<file path="src/rtl/cpu_pkg.sv">
// Shared encodings for the control unit: FSM states, opcodes, funct codes,
// ALU operations and datapath mux selects.
package cpu_pkg;

  typedef enum logic [1:0] {
    ST_RUN     = 2'd0,
    ST_LOAD    = 2'd1,
    ST_WAIT_IN = 2'd2,
    ST_HALTED  = 2'd3
  } state_t;

  localparam logic [5:0] OP_R    = 6'h00;
  localparam logic [5:0] OP_ADDI = 6'h01;
  localparam logic [5:0] OP_SUBI = 6'h02;
  localparam logic [5:0] OP_LW   = 6'h03;
  localparam logic [5:0] OP_SW   = 6'h04;
  localparam logic [5:0] OP_BEQ  = 6'h05;
  localparam logic [5:0] OP_BNE  = 6'h06;
  localparam logic [5:0] OP_J    = 6'h07;
  localparam logic [5:0] OP_IN   = 6'h08;
  localparam logic [5:0] OP_OUT  = 6'h09;
  localparam logic [5:0] OP_HLT  = 6'h3F;

  // R-type funct values up to FN_ALU_MAX select the ALU op directly.
  localparam logic [5:0] FN_ALU_MAX = 6'h0F;
  localparam logic [5:0] FN_JR      = 6'h10;

  localparam logic [3:0] ALU_ADD = 4'd0;
  localparam logic [3:0] ALU_SUB = 4'd1;

  localparam logic [2:0] PC_INC = 3'd0;
  localparam logic [2:0] PC_BZ  = 3'd1;
  localparam logic [2:0] PC_BNZ = 3'd2;
  localparam logic [2:0] PC_JI  = 3'd3;
  localparam logic [2:0] PC_JR  = 3'd4;

  localparam logic [1:0] M16_IMM = 2'd0;
  localparam logic [1:0] M16_SW  = 2'd1;
  localparam logic [1:0] M16_PC  = 2'd2;

endpackage

</file>
<file path="src/rtl/control_unit_if.sv">
// Instruction fields into the control unit and datapath strobes out of it.
// master = control unit side, slave = datapath side.
interface control_unit_if;
  logic [5:0] opcode;
  logic [5:0] funct;
  logic       halt;
  logic       sreg;
  logic       smux5;
  logic [1:0] smux16;
  logic       smux32;
  logic [2:0] smuxPC;
  logic [3:0] salu;
  logic       smem;
  logic       sdisplay;
  logic       smemtoreg;

  modport master (
    input  opcode, funct,
    output halt, sreg, smux5, smux16, smux32, smuxPC, salu,
           smem, sdisplay, smemtoreg
  );

  modport slave (
    output opcode, funct,
    input  halt, sreg, smux5, smux16, smux32, smuxPC, salu,
           smem, sdisplay, smemtoreg
  );
endinterface

</file>
<file path="src/rtl/btn_sync.sv">
// Two-flop synchronizer for the board button followed by a rising-edge
// detector that emits a single-cycle pulse.
module btn_sync (
  input  logic clk,
  input  logic rst_n,
  input  logic btn,
  output logic rise
);
  logic meta, sync, sync_d;

  always_ff @(posedge clk or negedge rst_n) begin
    if (!rst_n) begin
      meta   <= 1'b0;
      sync   <= 1'b0;
      sync_d <= 1'b0;
    end else begin
      meta   <= btn;
      sync   <= meta;
      sync_d <= sync;
    end
  end

  assign rise = sync & ~sync_d;
endmodule

</file>
<file path="src/rtl/control_unit.sv">
// Multi-cycle CPU control unit: decodes opcode/funct into datapath strobes,
// stalls for loads and button-confirmed input, and parks on HLT.
module control_unit
  import cpu_pkg::*;
(
  input  logic   clk,
  input  logic   reset,
  input  logic   btn,
  output state_t state,
  control_unit_if.master bus
);
  state_t state_q, next_state;
  logic   btn_rise;

  btn_sync u_btn_sync (
    .clk   (clk),
    .rst_n (reset),
    .btn   (btn),
    .rise  (btn_rise)
  );

  always_ff @(posedge clk or negedge reset) begin
    if (!reset) state_q <= ST_RUN;
    else        state_q <= next_state;
  end

  assign state = state_q;

  always_comb begin
    next_state    = state_q;
    bus.halt      = 1'b0;
    bus.sreg      = 1'b0;
    bus.smux5     = 1'b0;
    bus.smux16    = M16_IMM;
    bus.smux32    = 1'b0;
    bus.smuxPC    = PC_INC;
    bus.salu      = ALU_ADD;
    bus.smem      = 1'b0;
    bus.sdisplay  = 1'b0;
    bus.smemtoreg = 1'b0;

    case (state_q)
      ST_RUN: begin
        case (bus.opcode)
          OP_R: begin
            if (bus.funct <= FN_ALU_MAX) begin
              bus.salu = bus.funct[3:0];
              bus.sreg = 1'b1;
            end else if (bus.funct == FN_JR) begin
              bus.smuxPC = PC_JR;
            end
          end
          OP_ADDI, OP_SUBI: begin
            bus.salu   = (bus.opcode == OP_SUBI) ? ALU_SUB : ALU_ADD;
            bus.smux32 = 1'b1;
            bus.smux5  = 1'b1;
            bus.sreg   = 1'b1;
          end
          OP_LW: begin
            bus.halt   = 1'b1;
            next_state = ST_LOAD;
          end
          OP_SW: begin
            bus.smux32 = 1'b1;
            bus.smem   = 1'b1;
          end
          OP_OUT: begin
            bus.smux32   = 1'b1;
            bus.sdisplay = 1'b1;
          end
          OP_BEQ, OP_BNE: begin
            bus.salu   = ALU_SUB;
            bus.smuxPC = (bus.opcode == OP_BNE) ? PC_BNZ : PC_BZ;
          end
          OP_J: bus.smuxPC = PC_JI;
          OP_IN: begin
            bus.halt   = 1'b1;
            next_state = ST_WAIT_IN;
          end
          OP_HLT: begin
            bus.halt   = 1'b1;
            next_state = ST_HALTED;
          end
          default: ;
        endcase
      end
      ST_LOAD: begin
        bus.sreg      = 1'b1;
        bus.smemtoreg = 1'b1;
        bus.smux5     = 1'b1;
        bus.smux32    = 1'b1;
        next_state    = ST_RUN;
      end
      ST_WAIT_IN: begin
        if (btn_rise) begin
          bus.sreg   = 1'b1;
          bus.smux16 = M16_SW;
          bus.smux32 = 1'b1;
          bus.smux5  = 1'b1;
          next_state = ST_RUN;
        end else begin
          bus.halt = 1'b1;
        end
      end
      ST_HALTED: bus.halt = 1'b1;
      default:   next_state = ST_RUN;
    endcase

    // Reset masks every write so an interrupted LOAD/WAIT_IN never commits.
    if (!reset) begin
      bus.halt     = 1'b1;
      bus.sreg     = 1'b0;
      bus.smem     = 1'b0;
      bus.sdisplay = 1'b0;
      next_state   = ST_RUN;
    end
  end
endmodule
</file>
<file path="src/flat_wrapper.sv">
// flat-port wrapper written by rule: the top's interface ports become plain ports
module control_unit_flat import cpu_pkg::*;
  (clk, reset, btn, state, bus_opcode, bus_funct, bus_halt, bus_sreg, bus_smux5, bus_smux16, bus_smux32, bus_smuxPC, bus_salu, bus_smem, bus_sdisplay, bus_smemtoreg);
  control_unit_if bus_i ();
  input  logic clk;
  input  logic reset;
  input  logic btn;
  output state_t state;
  input wire logic [$bits(bus_i.opcode)-1:0] bus_opcode;
  input wire logic [$bits(bus_i.funct)-1:0] bus_funct;
  output wire logic [$bits(bus_i.halt)-1:0] bus_halt;
  output wire logic [$bits(bus_i.sreg)-1:0] bus_sreg;
  output wire logic [$bits(bus_i.smux5)-1:0] bus_smux5;
  output wire logic [$bits(bus_i.smux16)-1:0] bus_smux16;
  output wire logic [$bits(bus_i.smux32)-1:0] bus_smux32;
  output wire logic [$bits(bus_i.smuxPC)-1:0] bus_smuxPC;
  output wire logic [$bits(bus_i.salu)-1:0] bus_salu;
  output wire logic [$bits(bus_i.smem)-1:0] bus_smem;
  output wire logic [$bits(bus_i.sdisplay)-1:0] bus_sdisplay;
  output wire logic [$bits(bus_i.smemtoreg)-1:0] bus_smemtoreg;
  assign bus_i.opcode = bus_opcode;
  assign bus_i.funct = bus_funct;
  assign bus_halt = bus_i.halt;
  assign bus_sreg = bus_i.sreg;
  assign bus_smux5 = bus_i.smux5;
  assign bus_smux16 = bus_i.smux16;
  assign bus_smux32 = bus_i.smux32;
  assign bus_smuxPC = bus_i.smuxPC;
  assign bus_salu = bus_i.salu;
  assign bus_smem = bus_i.smem;
  assign bus_sdisplay = bus_i.sdisplay;
  assign bus_smemtoreg = bus_i.smemtoreg;
  control_unit u_core (.clk(clk), .reset(reset), .btn(btn), .state(state), .bus(bus_i));
endmodule
</file>
<file path="config.mk">
export PLATFORM = sky130hd
export DESIGN_NAME = control_unit_flat
export DESIGN_NICKNAME = d
export VERILOG_FILES = /design/src/rtl/cpu_pkg.sv /design/src/rtl/control_unit_if.sv /design/src/rtl/btn_sync.sv /design/src/rtl/control_unit.sv /design/src/flat_wrapper.sv
export SDC_FILE = /design/constraint.sdc
export NUM_CORES = 1
export LEC_CHECK = 0
export CAP_MARGIN = 0
export CORE_UTILIZATION = 38
export DETAILED_ROUTE_END_ITERATION = 16
export PLACE_DENSITY = 0.88
export RECOVER_POWER = 100
export SETUP_SLACK_MARGIN = 0.05
export SLEW_MARGIN = 25
export SYNTH_ARGS = -nofsm -noshare
export SYNTH_HDL_FRONTEND = slang
export SYNTH_SLANG_ARGS = --single-unit
</file>
<file path="constraint.sdc">
create_clock -name clk -period 2 [get_ports clk]
set_input_delay 0.2 -clock clk [delete_from_list [all_inputs] [get_ports clk]]
set_output_delay 0.2 -clock clk [all_outputs]
set_load 0.01 [all_outputs]
</file>
==> flow_summary.yaml, run 1 <==
pwr:
  pwr-share-clk_pct: 30.8
  vdd_drop_max_mv: 0.446
  powerDensity_mw_per_mm2: 332
  switching_share_pct: 29.5
  p_switching_mw: 0.108
  p_total_mw: 0.365
  combPwrFrac_pct: 39.6
  p_int_mw: 0.258
  power_leakage_nw: 0.548
  pwr-share-seq_pct: 29.5
clock_tree:
  cts_tree: "done"
  root_buffer: "clkbuf_4"
  clkTransAtPathRegs_ns: 0.04
  cts.sinks: 5
  cts-hold-fix-buffers: 0
  htreeDepth: 1
  cts-buffers-inserted: 3
  clkLatencyLatePin_ns: 0.23
  max-clock-path-buffers: 2
job:
  cap_violations: 0
placement:
  place_congestion: 0.863
  port_buffers: 31
  post-place-ws_ns: -0.301
  dp.cells: 136
  detailed_place_hpwl_um: 1710
logic_synthesis:
  postSynthCellCount: 75
  synth-seq-cells: 5
  syn_nets: 94
  async_flop_share_pct: 100
  synth_flop_cell: "dfrtp_1"
  syn-cell-area_um2: 626
  synth_cell_types: 38
  seq_area_frac_synth_pct: 20.0
  synth.avg_cell_area_um2: 8.34
  synth_edf_count: 0
  synth_warnings: 0
global_route:
  top_usage_layer: "met2"
  grt_use_total_pct: 23.1
  gr-total-overflow: 0
  grtUsageMet1_pct: 29.4
  grt_util_met2_pct: 38.5
  grt_pass1_wl_um: 3200
  grt.met3_usage_pct: 3.88
  grt_max_degree: 11
  antenna_found_initial: 0
  grt_pass1_vias: 737
critical_path:
  endpoint_kind: "output pin"
  r2r-end: "u_core.state[0]"
  r2r_cells: 7
  setup.worst_path.end: "bus_salu[0]"
  critPathLaunch: "u_core.state[1]"
  startpoint_type: "flip-flop"
  rr_startpoint: "u_core.state[0]"
  worstSetupPathType: "reg -> out"
  path_max_fanout: 3
  r2r_setup_slack_ns: 0.49
  arrival_ns: 1.70
  critPathRequiredTime_ns: 1.80
hold_path:
  hold_path.class: "reg -> reg"
sta:
  period_needed_ns: 1.90
  grt_setup_unrepaired: "no"
  fmax_mhz: 525
  setup_viol: 0
  finClkSkew_ns: 0.00133
  layout_setup_ws_ns: 0.0953
  fin_crit_sh_pct: 95.2
  final-max-slew-violation-count: 0
  hold_viol: 0
  tns_ns: 0
layout:
  area_delta_synth_final_pct: 75.8
  final_util_pct: 72.2
  layout.cells.non_filler: 142
  drive_above_1_share_pct: 36.5
  fillCellCount: 123
  layout_common_cells: "buf_4 (20), dlygate4sd2_1 (11), nor2_1 (8)"
  nets: 146
  final_common_cell: "buf_4"
  diodes: 0
detailed_routing:
  dr.pass1.iters: 4
  wire_per_inst_um: 15.5
  wirelength_um: 2200
  drt-initial-drc-count: 15
  drc_errors: 0
  ant_nets: 0
  via_count: 775
  viasPerCell: 5.46
outcome:
  status: "finished clean"
die:
  coreArea_mm2: 0.00152
  rows: 14
  dieArea_mm2: 0.00181
  die_h_um: 42.6
  dieWidth_um: 42.6
  ios: 33
  initial_core_util_pct: 41.1
==> critical path, cell delays in order (launching register included) <==
cell	delay, ns
dfrtp_1	0.38
inv_2	0.09
ha_4	0.15
nor4b_4	0.29
clkbuf_4	0.22
and2_2	0.13
clkdlybuf4s15_1	0.22
==> per-stage QoR <==
stage | hold slack, ns | cell area (um2)
2_1_floorplan | -0.0956 | 626
5_1_grt | 0.381 | 1100
6_report | 0.363 | 1100
3_5_place_dp | 0.361 | 1060
3_3_place_gp | 0.339 | 1060
4_1_cts | 0.346 | 1100
==> registers in the layout, summed over array words and instances, names as in the netlist <==
signal                    flops
u_core.state                  2
u_core.u_btn_sync.meta        1
u_core.u_btn_sync.sync        1
u_core.u_btn_sync.sync_d      1
==> layer usage <==
layer	routed length [um]	up-vias
met4	44	0
met1	951	376
met5	0	-
met2	1140	20
li1	-	373
met3	72	6
==> cells in the mapped netlist (2+ instances only) <==
cell type	n	area [um2]
inv_1	6	22.5
o22ai_1	2	12.5
nand2_1	4	15.0
buf_6	4	45.0
nor4_1	2	12.5
nand3_1	3	15.0
nand2b_1	3	18.8
and2_1	2	12.5
a21oi_1	3	15.0
and3_2	2	15.0
dfrtp_1	5	125
o21ai_0	2	10.0
ha_1	4	50.1
nor2_1	9	33.8
==> what timing repair did <==
action	in CTS	in global routing
resized for setup	29	17
endpoints found under the hold margin	0	0
setup endpoints to repair	13	10
pin swaps	1	2
setup buffers	1	1
==> kinds of logic (layout without fill, tap and decap cells) <==
group	after synthesis	after routing	synth area share [%]
simple gates	40	40	42.0
compound gates	13	13	16.0
buf+inv	11	62	12.0
flops	5	5	20.0
fa+ha+maj	4	4	8.00
other cells	1	1	0.599
xor+xnor	1	1	1.40
==> worst min path at each step <==
| stage | start | end | slack [ns] | cells after the start |
|---|---|---|---|---|
| 2_1_floorplan | reset | u_core.state[0] | -0.1 | 0 |
| 3_3_place_gp | u_core.u_btn_sync.meta | u_core.u_btn_sync.sync | 0.34 | 0 |
| 3_5_place_dp | u_core.u_btn_sync.meta | u_core.u_btn_sync.sync | 0.36 | 0 |
| 4_1_cts | reset | u_core.u_btn_sync.sync_d | 0.35 | 2 |
| 5_1_grt | u_core.u_btn_sync.meta | u_core.u_btn_sync.sync | 0.38 | 0 |
| 6_report | u_core.u_btn_sync.meta | u_core.u_btn_sync.sync | 0.36 | 0 |
==> final cells by class <==
cell class | instances | area (um2) | area share (%)
sequential | 5 | 125 | 11.4
clock buffer | 4 | 26.3 | 2.39
timing repair buffer | 52 | 445 | 40.5
inverter | 6 | 22.5 | 2.05
tap | 16 | 20.0 | 1.82
multi-input combinational | 59 | 460 | 41.9
==> power by group through the flow <==
stage | Combinational [mW] | Sequential, mW | Clock [mW]
after floorplan | 0.0641 | 0.110 | 0
after global placement | 0.137 | 0.109 | 0
after detailed placement | 0.143 | 0.109 | 0
after CTS | 0.142 | 0.108 | 0.115
after global routing | 0.156 | 0.108 | 0.128
final | 0.145 | 0.108 | 0.113
(Power assumes the default switching activity.)
==> run 2, diff against run 1 <==
--- a/config.mk
+++ b/config.mk
@@ -8,6 +8,7 @@
 export CAP_MARGIN = 0
 export CORE_UTILIZATION = 38
 export DETAILED_ROUTE_END_ITERATION = 16
+export HOLD_SLACK_MARGIN = 0.08
 export PLACE_DENSITY = 0.88
 export RECOVER_POWER = 100
 export SETUP_SLACK_MARGIN = 0.05
==> results of run 2 <==
Final layout, timing and power as in run 1 (identical DEF).
